===== src/rtl/dsp48a1_mac_seq.sv =====
// dsp48a1_mac_seq: steers one DSP48A1 slice (A1/B1/M/P/OPMODE registered) as a streaming MAC.
// Optional per-pair subtraction (P = Z - M) when DSP48A1_MAC_SEQ_SUB_EN is defined.
module dsp48a1_mac_seq #(
  parameter int LEN_W = 16
) (
  input  logic             CLK,
  input  logic             RST_N,
  input  logic             START,
  input  logic [LEN_W-1:0] LEN,
  input  logic             ABORT,
  output logic             BUSY,
  input  logic             IN_VALID,
  output logic             IN_READY,
  input  logic [17:0]      IN_A,
  input  logic [17:0]      IN_B,
`ifdef DSP48A1_MAC_SEQ_SUB_EN
  input  logic             IN_SUB,
`endif
  output logic             OUT_VALID,
  input  logic             OUT_READY,
  output logic [47:0]      OUT_P,
  output logic [17:0]      DSP_A,
  output logic [17:0]      DSP_B,
  output logic             DSP_CEA,
  output logic             DSP_CEB,
  output logic             DSP_CEM,
  output logic             DSP_CEP,
  output logic             DSP_CEOPMODE,
  output logic [7:0]       DSP_OPMODE,
  output logic             DSP_RST,
  input  logic [47:0]      DSP_P
);

  typedef enum logic [1:0] {IDLE, RUN, DRAIN, DONE} state_t;

  state_t           state_q;
  logic [LEN_W-1:0] rem_q;
  logic             first_q;
  logic             t1_valid_q, t1_first_q, t1_last_q;
  logic             t1_valid_d, t1_first_d, t1_last_d;
  logic             t2_valid_q, t2_last_q;
  logic             cap_q;
  logic [47:0]      out_p_q;
  logic             dsp_rst_q;
  logic             accept;
  logic             sub_bit;

`ifdef DSP48A1_MAC_SEQ_SUB_EN
  logic t1_sub_q, t1_sub_d;
`endif

  assign accept = IN_VALID && (state_q == RUN);

  always_comb begin
    t1_valid_d = accept;
    t1_first_d = accept && first_q;
    t1_last_d  = accept && (rem_q == LEN_W'(1));
  end

`ifdef DSP48A1_MAC_SEQ_SUB_EN
  assign t1_sub_d = accept && IN_SUB;
  assign sub_bit  = t1_valid_q && t1_sub_q;
`else
  assign sub_bit  = 1'b0;
`endif

  // Tags follow the pair through A1/B1 (t1), M (t2); cap_q marks that P now holds the last sum.
  always_ff @(posedge CLK or negedge RST_N) begin
    if (!RST_N) begin
      state_q    <= IDLE;
      rem_q      <= '0;
      first_q    <= 1'b0;
      t1_valid_q <= 1'b0;
      t1_first_q <= 1'b0;
      t1_last_q  <= 1'b0;
      t2_valid_q <= 1'b0;
      t2_last_q  <= 1'b0;
      cap_q      <= 1'b0;
      out_p_q    <= '0;
      dsp_rst_q  <= 1'b1;
`ifdef DSP48A1_MAC_SEQ_SUB_EN
      t1_sub_q   <= 1'b0;
`endif
    end else begin
      dsp_rst_q  <= 1'b0;
      t1_valid_q <= t1_valid_d;
      t1_first_q <= t1_first_d;
      t1_last_q  <= t1_last_d;
      t2_valid_q <= t1_valid_q;
      t2_last_q  <= t1_valid_q && t1_last_q;
      cap_q      <= t2_valid_q && t2_last_q;
`ifdef DSP48A1_MAC_SEQ_SUB_EN
      t1_sub_q   <= t1_sub_d;
`endif
      case (state_q)
        IDLE: begin
          if (START) begin
            if (LEN == '0) begin
              out_p_q <= '0;
              state_q <= DONE;
            end else begin
              rem_q   <= LEN;
              first_q <= 1'b1;
              state_q <= RUN;
            end
          end
        end
        RUN, DRAIN: begin
          if (ABORT) begin
            t1_valid_q <= 1'b0;
            t1_first_q <= 1'b0;
            t1_last_q  <= 1'b0;
            t2_valid_q <= 1'b0;
            t2_last_q  <= 1'b0;
            cap_q      <= 1'b0;
            first_q    <= 1'b0;
`ifdef DSP48A1_MAC_SEQ_SUB_EN
            t1_sub_q   <= 1'b0;
`endif
            state_q    <= IDLE;
          end else if (state_q == RUN) begin
            if (accept) begin
              rem_q   <= rem_q - LEN_W'(1);
              first_q <= 1'b0;
              if (rem_q == LEN_W'(1)) state_q <= DRAIN;
            end
          end else if (cap_q) begin
            out_p_q <= DSP_P;
            state_q <= DONE;
          end
        end
        DONE: begin
          if (OUT_READY) state_q <= IDLE;
        end
        default: state_q <= IDLE;
      endcase
    end
  end

  assign BUSY         = (state_q != IDLE);
  assign IN_READY     = (state_q == RUN);
  assign OUT_VALID    = (state_q == DONE);
  assign OUT_P        = out_p_q;
  assign DSP_A        = accept ? IN_A : '0;
  assign DSP_B        = accept ? IN_B : '0;
  assign DSP_CEA      = accept;
  assign DSP_CEB      = accept;
  assign DSP_CEM      = t1_valid_q;
  assign DSP_CEP      = t2_valid_q;
  assign DSP_CEOPMODE = 1'b1;
  assign DSP_RST      = dsp_rst_q;

  // First pair loads Z=0 so no residue from earlier jobs survives in P.
  assign DSP_OPMODE = {sub_bit, 3'b000,
                       t1_valid_q ? (t1_first_q ? 4'b0001 : 4'b1001) : 4'b0000};

endmodule

===== config.mk =====
export PLATFORM = sky130hd
export DESIGN_NAME = dsp48a1_mac_seq
export DESIGN_NICKNAME = d
export VERILOG_FILES = /design/src/rtl/dsp48a1_mac_seq.sv
export SDC_FILE = /design/constraint.sdc
export NUM_CORES = 1
export LEC_CHECK = 0
export BUFFER_PORTS_ARGS = -buffer_cell sky130_fd_sc_hd__buf_4
export CAP_MARGIN = 5
export CORE_UTILIZATION = 50
export CTS_BUF_LIST = sky130_fd_sc_hd__clkbuf_2
export DETAILED_ROUTE_END_ITERATION = 6
export PLACE_DENSITY = 0.93
export SLEW_MARGIN = 15
export SYNTH_ARGS = -nofsm -noshare
export SYNTH_HDL_FRONTEND = slang
export SYNTH_SLANG_ARGS = --single-unit

===== constraint.sdc =====
create_clock -name CLK -period 6.06 [get_ports CLK]
set_input_delay 0 -clock CLK [delete_from_list [all_inputs] [get_ports CLK]]
set_output_delay 0 -clock CLK [all_outputs]
set_load 0.01 [all_outputs]

==> run summary <==
The number of vias per cell works out to 5.701. The global routing usage summed across all routing layers was 32.12%; the clock transition time at the flip-flop clock pins of the worst setup and hold paths was 0.23 ns. For the minimum setup slack in the final design, the log shows 2.580 ns. The number of input and output port buffers inserted is 199. Counting every sink on the clock net gives 74. The max-cap violation count was 0; the number of enable flip-flop cells after synthesis was 0. The worst setup slack before clock tree synthesis was 2.904 ns; the wire length of the first global-routing pass was 18920 um. The total length of routed met3 wires was 986 um. The number of synthesized register bits works out to 74. TritonCTS built the clock tree.

The normalized max-slew margin came out at 25.17%. In the layout the commonest cells are sky130_fd_sc_hd__buf_4 (202), sky130_fd_sc_hd__dfrtp_1 (73), sky130_fd_sc_hd__dlygate4sd3_1 (72). Length of the first detailed-routing pass in iterations: 5. Transition time at the pin with the least slew margin: 1.122 ns. The run gives 2 as the number of buffers between clock root and the deepest sink.

The initialized floorplan defines 31 standard-cell rows. The cell count after synthesis came out at 367. The run finished with clean final reports. Based on the critical path, the design can be clocked at up to 287.3 MHz.

For the power consumption, the log shows 3029 uW. By startpoint and endpoint, the worst setup path is classified as flip-flop to flip-flop. The type of element capturing the critical path was a flip-flop. The logs give 0 for the final number of hold-violating endpoints and 5005 um for the wire length on met1. The remaining global-route overflow came out at 0. Setup repair after global routing left no endpoint under its margin. After synthesis, the share of flip-flops with an asynchronous set or reset is 100.0%. For this design the static power due to leakage is 0.003095 uW.

The area growth from synthesis to layout is 62.53%. Ratio of cells with drive above 1 in the final layout: 36.26%. The path class of the tightest hold or removal check is input pin to flip-flop. The cell area after technology mapping was 3744 sq um; the aggregate negative setup slack was 0 ns. For this run, the register share of the synthesized area comes to 49.50%. Post-detailed-routing wire length: 12990 um. Root buffer cell: sky130_fd_sc_hd__clkbuf_2. The final antenna-violating net count was 0; the peak supply drop was 0.0006095 V.

After layout, the worst path uses 57.43% of the clock period. Once detailed placement completed, the half-perimeter wirelength came to 8066 um. The mean instance size in the synthesized netlist was 10.20 sq um.

The power density over cell area works out to 497.9 nW/um^2. The worst setup path is launched from a flip-flop. The die is 88.53 um tall. Counting I/O delays and the setup requirement, the final critical path takes 3.480 ns. STA puts the critical path data required time at 6.53 ns.

The die covers 7838 sq um. For the initial antenna violation count, the log shows 0. 0 antenna diodes ended up in the layout. The clock buffer count from CTS came out at 9. Once the floorplan was initialized, standard cells occupied 51.61% of the core. The logs give 0 for the number of remaining DRC errors and 734 for the net total in the final layout. The number of global-route vias before repair is 3852, and the count of pins over their slew limit is 0. The iteration-0 DRC count of the detailed router was 313.

Topmost layer with routed signal wires: met4. The tools report the synthesis warning total as 0. Wire segments on met2 add up to 6742 um in the final route.

The CTS H-tree depth is 3. For this block, the via count after detailed routing is 4133. Data on the critical path arrives at its endpoint at 3.95 ns. The later pin in the worst-skew pair is clocked with a latency of 0.56 ns. The die extent in x came out at 88.53 um. The run gives 7253 sq um as the area of the placeable core. The maximum number of pins on one net before global-route repair is 75. Setup violations remaining at the end of the flow were counted as 0.

Prevailing post-synth register cell: sky130_fd_sc_hd__dfrtp_1. Routability-driven placement finished with a final weighted congestion of 0.8799. The most common cell after layout, fill and taps aside was sky130_fd_sc_hd__buf_4.

The run gives 207 as the boundary pin count. Clock skew on the completed layout was measured at 0.02271 ns. The highest net fanout along the worst path was 44; the detail-routed net length per standard cell was 17.92 um. Counting the fill cells in the layout gives 384. The number of distinct library cells after synthesis was 45.
sequential cells by signal, summed over array words and instances, names as in the netlist:
register,flops
cap_q,1
t1_last_q,1
DSP_CEP,1
t2_last_q,1
DSP_CEM,1
t1_first_q,1
first_q,1
DSP_RST,1
rem_q,16
OUT_P,48
state_q,2
what timing repair did:
action	4_1_cts	5_1_grt
gates resized for setup	0	0
endpoints found under the hold margin	145	0
hold buffers	72	0
buffers inserted	0	0
through the flow:
step / utilization [%] / instances / cell area [sq um] / hold slack (ns)
finish: 83.89 / 725 / 6085 / 0.04937
global route: 83.89 / 725 / 6085 / 0.02498
CTS: 83.51 / 724 / 6057 / 0.04413
detailed placement: 72.11 / 636 / 5230 / 0.1960
global placement: 72.11 / 636 / 5230 / 0.1842
floorplan: - / 373 / 3766 / -0.2956
logic make-up (layout without fill, tap and decap cells):
kind of cell / after synthesis / count (layout) / share of synthesized area (%)
AO/OA/AOI/OAI: 90 / 90 / 18.62
flip-flops: 74 / 74 / 49.50
AND/OR/NAND/NOR: 142 / 142 / 22.03
buffers and inverters: 47 / 300 / 5.915
other: 2 / 8 / 0.2006
adder cells (fa/ha/maj): 7 / 7 / 2.339
multiplexers: 5 / 5 / 1.404
synthesized netlist by cell type, types with 4 or more instances:
cell type | count | area [sq um]
sky130_fd_sc_hd__dfrtp_1 | 73 | 1827
sky130_fd_sc_hd__a22o_1 | 49 | 429.2
sky130_fd_sc_hd__and3_1 | 40 | 250.2
sky130_fd_sc_hd__clkbuf_1 | 20 | 75.07
sky130_fd_sc_hd__nand2_1 | 18 | 67.56
sky130_fd_sc_hd__nor2_1 | 16 | 60.06
sky130_fd_sc_hd__nand3_1 | 14 | 70.07
sky130_fd_sc_hd__a21oi_1 | 12 | 60.06
sky130_fd_sc_hd__buf_2 | 9 | 45.04
sky130_fd_sc_hd__buf_4 | 9 | 67.56
sky130_fd_sc_hd__inv_1 | 9 | 33.78
sky130_fd_sc_hd__ha_1 | 7 | 87.58
sky130_fd_sc_hd__nand4_1 | 7 | 43.79
sky130_fd_sc_hd__nor2b_1 | 7 | 43.79
sky130_fd_sc_hd__nor3_1 | 7 | 35.03
sky130_fd_sc_hd__nor4_1 | 7 | 43.79
sky130_fd_sc_hd__o21ai_0 | 7 | 35.03
sky130_fd_sc_hd__nand2b_1 | 6 | 37.54
sky130_fd_sc_hd__nand3b_1 | 5 | 37.54
sky130_fd_sc_hd__a211oi_1 | 4 | 30.03
sky130_fd_sc_hd__and2_1 | 4 | 25.02
sky130_fd_sc_hd__o22ai_1 | 4 | 25.02
final cells by class:
cell class	count	area [sq um]	area share, %
timing repair buffer	275	2265	37.22
sequential	74	1853	30.45
multi-input combinational	252	1703	27.99
tap	99	123.9	2.036
clock inverter	7	61.31	1.008
clock buffer	9	45.04	0.7403
inverter	9	33.78	0.5552
power breakdown:
part	internal (uW)	total [uW]	switching [uW]
Sequential	726	915	189
Clock	61.2	267	206
Combinational	900	1850	947
layer usage:
metal	track usage, %	up-vias
met1	38.09	2008
met3	6.623	28
met5	0	-
met2	57.34	242
met4	12.17	0
li1	-	1855
final timing paths:
check	startpoint	to	slack [ns]	cells past startpoint
worst max-delay path	state_q[1]$_DFFE_PN0P_	rem_q[6]$_DFFE_PN0P_	2.58	8
worst min-delay path	IN_VALID	DSP_CEM$_DFF_PN0_	0.05	3
worst max register to register	state_q[1]$_DFFE_PN0P_	rem_q[6]$_DFFE_PN0P_	2.58	8
worst min register to register	t1_last_q$_DFF_PN0_	t2_last_q$_DFF_PN0_	0.52	1
max in group asynchronous	RST_N	OUT_P[26]$_DFFE_PN0P_	5.37	2
min in group asynchronous	RST_N	OUT_P[15]$_DFFE_PN0P_	0.07	2
critical path, stage by stage, from the launching register on:
cell	delay (ns)
sky130_fd_sc_hd__dfrtp_1	0.46
sky130_fd_sc_hd__inv_1	0.12
sky130_fd_sc_hd__ha_1	0.92
sky130_fd_sc_hd__nand2b_1	0.21
sky130_fd_sc_hd__o2111a_1	0.33
sky130_fd_sc_hd__a21bo_2	0.39
sky130_fd_sc_hd__nor3_1	0.30
sky130_fd_sc_hd__a211oi_1	0.09
sky130_fd_sc_hd__dlygate4sd3_1	0.59
No activity file was read; power rests on OpenSTA's default activity.
